==> src/rtl/serial_subtractor.sv <==
// serial_subtractor
//   Bit-serial, LSB-first two's-complement subtractor. Computes A - B one bit
//   per clock through a single full-subtractor cell and a borrow flop, with a
//   Start/Ready/Done handshake.
//
//   Optional feature macro: SERIAL_SUB_OVF_EN adds the Overflow port and the
//   sign latches that feed it.
//
// Handshake: Start is a request that is accepted only on an edge where Ready=1
//   (state IDLE). Start while Busy or Done is dropped, never queued. Done is a
//   one-cycle pulse; Diff/Borrow (and Overflow) are valid from that pulse and
//   hold until the next result is loaded.
//
// Ports:
//   Clk       rising-edge clock
//   Rst       synchronous active-high reset
//   Start     operation request
//   A, B      minuend / subtrahend, sampled on the accepting edge
//   Ready     high in IDLE
//   Busy      high in RUN
//   Done      one-cycle result-valid pulse
//   Diff      A - B mod 2^WIDTH, registered
//   Borrow    unsigned borrow-out (A < B), registered
//   Overflow  signed overflow (SERIAL_SUB_OVF_EN only)
//   dbg_state current FSM state encoding (0 IDLE, 1 RUN, 2 DONE)
module serial_subtractor #(
  parameter int WIDTH = 8
) (
  input  logic             Clk,
  input  logic             Rst,
  input  logic             Start,
  input  logic [WIDTH-1:0] A,
  input  logic [WIDTH-1:0] B,
  output logic             Ready,
  output logic             Busy,
  output logic             Done,
  output logic [WIDTH-1:0] Diff,
  output logic             Borrow,
`ifdef SERIAL_SUB_OVF_EN
  output logic             Overflow,
`endif
  output logic [1:0]       dbg_state
);

  localparam int CW = (WIDTH > 2) ? $clog2(WIDTH) : 1;
  localparam logic [CW-1:0] LAST_BIT = CW'(WIDTH - 1);

  typedef enum logic [1:0] {
    ST_IDLE = 2'd0,
    ST_RUN  = 2'd1,
    ST_DONE = 2'd2
  } state_t;

  state_t           state_q, state_d;
  logic [WIDTH-1:0] a_sr_q, a_sr_d;
  logic [WIDTH-1:0] b_sr_q, b_sr_d;
  logic [WIDTH-1:0] diff_sr_q, diff_sr_d;
  logic [WIDTH-1:0] diff_q, diff_d;
  logic             br_q, br_d;
  logic             borrow_q, borrow_d;
  logic [CW-1:0]    cnt_q, cnt_d;
`ifdef SERIAL_SUB_OVF_EN
  logic             sa_q, sa_d;
  logic             sb_q, sb_d;
  logic             ovf_q, ovf_d;
`endif

  // Full-subtractor cell on the current LSBs.
  logic a_bit, b_bit, d_bit, br_nxt;

  always_comb begin
    a_bit  = a_sr_q[0];
    b_bit  = b_sr_q[0];
    d_bit  = a_bit ^ b_bit ^ br_q;
    br_nxt = (~a_bit & b_bit) | (~(a_bit ^ b_bit) & br_q);
  end

  always_comb begin
    state_d   = state_q;
    a_sr_d    = a_sr_q;
    b_sr_d    = b_sr_q;
    diff_sr_d = diff_sr_q;
    diff_d    = diff_q;
    br_d      = br_q;
    borrow_d  = borrow_q;
    cnt_d     = cnt_q;
`ifdef SERIAL_SUB_OVF_EN
    sa_d      = sa_q;
    sb_d      = sb_q;
    ovf_d     = ovf_q;
`endif
    case (state_q)
      ST_IDLE: begin
        if (Start) begin
          state_d = ST_RUN;
          a_sr_d  = A;
          b_sr_d  = B;
          br_d    = 1'b0;
          cnt_d   = '0;
`ifdef SERIAL_SUB_OVF_EN
          sa_d    = A[WIDTH-1];
          sb_d    = B[WIDTH-1];
`endif
        end
      end
      ST_RUN: begin
        a_sr_d    = a_sr_q >> 1;
        b_sr_d    = b_sr_q >> 1;
        diff_sr_d = {d_bit, diff_sr_q[WIDTH-1:1]};
        br_d      = br_nxt;
        cnt_d     = cnt_q + CW'(1);
        // Last bit: publish the result on the same edge that shifts it in,
        // so Diff never shows partial values during RUN.
        if (cnt_q == LAST_BIT) begin
          state_d  = ST_DONE;
          diff_d   = {d_bit, diff_sr_q[WIDTH-1:1]};
          borrow_d = br_nxt;
`ifdef SERIAL_SUB_OVF_EN
          // Overflow only when operand signs differ and the result sign
          // disagrees with the minuend.
          ovf_d    = (sa_q != sb_q) && (d_bit != sa_q);
`endif
        end
      end
      ST_DONE: begin
        state_d = ST_IDLE;
      end
      default: begin
        state_d = ST_IDLE;
      end
    endcase
  end

  always_ff @(posedge Clk) begin
    if (Rst) begin
      state_q   <= ST_IDLE;
      a_sr_q    <= '0;
      b_sr_q    <= '0;
      diff_sr_q <= '0;
      diff_q    <= '0;
      br_q      <= 1'b0;
      borrow_q  <= 1'b0;
      cnt_q     <= '0;
`ifdef SERIAL_SUB_OVF_EN
      sa_q      <= 1'b0;
      sb_q      <= 1'b0;
      ovf_q     <= 1'b0;
`endif
    end else begin
      state_q   <= state_d;
      a_sr_q    <= a_sr_d;
      b_sr_q    <= b_sr_d;
      diff_sr_q <= diff_sr_d;
      diff_q    <= diff_d;
      br_q      <= br_d;
      borrow_q  <= borrow_d;
      cnt_q     <= cnt_d;
`ifdef SERIAL_SUB_OVF_EN
      sa_q      <= sa_d;
      sb_q      <= sb_d;
      ovf_q     <= ovf_d;
`endif
    end
  end

  always_comb begin
    Ready     = (state_q == ST_IDLE);
    Busy      = (state_q == ST_RUN);
    Done      = (state_q == ST_DONE);
    Diff      = diff_q;
    Borrow    = borrow_q;
    dbg_state = state_q;
`ifdef SERIAL_SUB_OVF_EN
    Overflow  = ovf_q;
`endif
  end

endmodule

==> config.mk <==
export PLATFORM = sky130hd
export DESIGN_NAME = serial_subtractor
export DESIGN_NICKNAME = d
export VERILOG_FILES = /design/src/rtl/serial_subtractor.sv
export SDC_FILE = /design/constraint.sdc
export NUM_CORES = 1
export LEC_CHECK = 0
export ABC_AREA = 1
export CAP_MARGIN = 15
export CORE_UTILIZATION = 46
export DETAILED_ROUTE_END_ITERATION = 7
export PLACE_DENSITY = 0.74
export SYNTH_ARGS = -nofsm -noshare
export SYNTH_HDL_FRONTEND = slang
export SYNTH_SLANG_ARGS = --single-unit
==> constraint.sdc <==
create_clock -name Clk -period 1.1 [get_ports Clk]
set_input_delay 0.11 -clock Clk [delete_from_list [all_inputs] [get_ports Clk]]
set_output_delay 0.11 -clock Clk [all_outputs]
set_load 0.02 [all_outputs]
==> run_results.csv <==
group,metric,value,unit
timing,fin_ws,-0.0937,ns
timing,min_period_over_period,1.09,
global_routing,antenna_found_initial,0,
floorplan,dieArea,0.00390,mm²
route,drt_iter0_markers,78,
timing,relSlewSlack,0.857,
floorplan,chipHeight,62.5,µm
place,io_buffers,32,
power_and_ir_drop,p_per_area,1160,mW/mm²
clock_tree,worstSkewPairLatency,0.34,ns
global_routing,grt_max_degree,25,
clock_tree,h-tree-depth,2,
worst_setup_path,rr_startpoint,"dbg_state[0]$_SDFFE_PP0P_",
clock_tree,path_clk_slew,0.11,ns
synth,synth.avg_cell_area,6.98,µm²
synth,netlist_instances,241,
synth,synth_top_area_frac,0.452,
route,drt-pass1-iter-count,4,
power_and_ir_drop,irDropWorstVdd,0.914,mV
timing,tns,-1.67,ns
clock_tree,cts_buffer_depth,2,
synth,synth_cell_types,18,
global_routing,grt_overflow,0,
layout,n_antenna_cell,0,
clock_tree,clock_sinks,38,
synth,synth_largest_area_cell,"dfxtp_1",
worst_setup_path,crit_required,1.35,ns
synth,synth.area.top_cells,"dfxtp_1, nand2_1, inv_1",
timing,finClkSkew,0.0129,ns
route,drt_wl_total,4150,µm
synth,seq_area_frac_synth,0.452,
floorplan,io_pins,33,
power_and_ir_drop,p_switching,0.802,mW
floorplan,fp.dieW,62.5,µm
worst_setup_path,crit_path_start_kind,"register",
power_and_ir_drop,intPower,2.08,mW
floorplan,initial_core_util,0.492,
synth,synth-simple-area-share,0.249,
synth,synth_xor_area_frac,0,
route,vias,1645,
synth,syn_area,0.00168,mm²
timing,max_freq,838,MHz
worst_setup_path,arrival,1.44,ns
timing,setup_viol,28,
synth,synthAdderAreaFrac,0.0268,
layout,nets,318,
clock_tree,clockRootBuffer,"clkbuf_4",
timing,drv_slew,0,
route,ant_nets,0,
route,drc,0,
global_routing,grtUsageTotal,0.215,
worst_setup_path,startpoint,"dbg_state[0]$_SDFFE_PP0P_",
place,gp_congestion,0.767,
timing,hold_viol_final,0,
worst_hold_path,holdCritStartpoint,"A[7]",
floorplan,rows,21,
route,avgRoutedWirePerCell,12.1,µm
timing,rsz0062_at_grt,"true",
timing,whs,0.386,ns
worst_setup_path,path_max_fanout,10,
power_and_ir_drop,pwr-share-comb,0.217,
floorplan,coreArea,0.00342,mm²
worst_setup_path,worst-setup-path-type,"register to register",
clock_tree,cts_buffers,5,
synth,muxShareOfSynthArea,0,
global_routing,first_global_vias,1488,
layout,syn2layout_area_growth,47.9,%
worst_setup_path,cp-end-kind,"register",
synth,synth_compound_gate_area_share,0.132,
synth,syn-num-nets,263,
route,via_per_inst,4.80,
clock_tree,hold_buffers,0,
synth,yosysWarnings,0,
power_and_ir_drop,cellLeakagePower,1.14,nW
clock_tree,cts_tree,"done",
run,cap_violations,0,
place,place_hpwl,2380,µm
power_and_ir_drop,p_sw_frac,0.279,
power_and_ir_drop,seqPwrFrac,0.520,
status,status,"finished, violations left",
layout,drive_gt1_frac,0.306,
worst_hold_path,min_path_type,"input port to register",
synth,synth_top_family_by_area,"simple AND/OR/NAND/NOR gates",
global_routing,grt_pass1_wl,6690,µm
timing,min_period,1.19,ns
power_and_ir_drop,clkPwrFrac,0.263,
status,violations,"negative setup slack",
synth,ys_seq_elements,38,
timing,worst_slew_pin_slew,0.214,ns
[path summary, 6_finish.rpt]
path	cells after the start	slack (ns)	endpoint
worst min register to register	2	0.47	br_q$_SDFFE_PP0P_
worst max register to register	7	-0.09	b_sr_q[4]$_SDFFE_PP0P_
worst min-delay path	3	0.39	a_sr_q[7]$_SDFFE_PP0P_
worst max-delay path	7	-0.09	b_sr_q[4]$_SDFFE_PP0P_
[flip-flops by register name, summed over array words and instances, names as in the netlist]
name and flops:
cnt_q 3, Diff 8, br_q 1, Borrow 1, b_sr_q 8, dbg_state 2, a_sr_q 8, diff_sr_q 7
[metal layers]
| layer | track usage | vias to the layer above | wire (µm) |
|---|---|---|---|
| met3 | 0.0620 | 5 | 198 |
| li1 | - | 842 | - |
| met4 | 0.0640 | 0 | 42 |
| met1 | 0.275 | 759 | 1960 |
| met5 | 0 | - | 0 |
| met2 | 0.348 | 39 | 1950 |
[synth_stat cells]
cell       n
a21oi_1   26
buf_2      2
buf_4      3
buf_6      3
clkbuf_1   2
dfxtp_1   38
fa_1       1
ha_1       2
inv_1     42
inv_2      1
nand2_1   70
nand2_2    1
nand3_1   12
nor2_1    21
nor2_4     1
o21ai_0   13
o21ai_1    2
o21ai_4    1
[per-stage QoR]
stage                util  setup slack, ns  cells  power (mW)  instance area (µm²)
floorplan               -         -0.00417    241        1.81                 1710
global placement    0.633           -0.194    324        1.99                 2160
detailed placement  0.633           -0.174    324        2.00                 2160
CTS                 0.711          -0.0820    341        2.85                 2430
global route        0.728           -0.170    343        3.04                 2490
finish              0.728          -0.0937    343        2.88                 2490
[what timing repair did]
item / 4_1_cts / 5_1_grt
pin swaps: 3 / 8
endpoints found under the setup margin: 49 / 50
gates cloned: 1 / 2
setup buffers: 8 / 1
gates resized for setup: 92 / 35
[logic make-up (layout without fill, tap and decap cells)]
group                      Yosys count  count (layout)
and+or+nand+nor                    105             105
buffers and inverters               53             109
AOI/OAI and AO/OA                   42              42
DFF                                 38              38
adders and majority gates            3               3
[worst max-delay path, stage by stage (launching register included)]
cell     delay [ns]
dfxtp_4        0.39
buf_6          0.14
o21ai_4        0.16
buf_12         0.14
buf_12         0.12
nand2_1        0.05
nand2_1        0.06
nor2_1         0.04
[area by class of cell]
| cell class | count | area (µm²) |
|---|---|---|
| inverter | 43 | 164 |
| fill | 266 | 928 |
| clock buffer | 7 | 55.1 |
| tap | 46 | 57.6 |
| multi-input combinational | 150 | 843 |
| timing repair buffer | 58 | 589 |
| clock inverter | 1 | 5.00 |
| sequential | 38 | 773 |
[power by group through the flow]
stage | Combinational, mW | Sequential [mW] | Clock, mW
6_report | 0.623 | 1.50 | 0.758
3_5_place_dp | 0.478 | 1.52 | 0
4_1_cts | 0.580 | 1.49 | 0.781
5_1_grt | 0.685 | 1.51 | 0.847
3_3_place_gp | 0.473 | 1.51 | 0
2_1_floorplan | 0.303 | 1.51 | 0
[placed cells by master (no fill, tap or decap), types with 4 or more instances in the layout]
cell type and count:
buf_2 9, a21oi_1 17, clkdlybuf4s50_1 18, dfxtp_2 4, nand2_2 6, buf_6 12
dfxtp_1 32, clkbuf_4 5, nand2_1 63, nor2_1 18, a21oi_2 9, o21ai_2 7
nand3_1 10, o21ai_1 6, buf_4 11, buf_12 4, inv_1 39
Power figures use the tool's default switching activity.
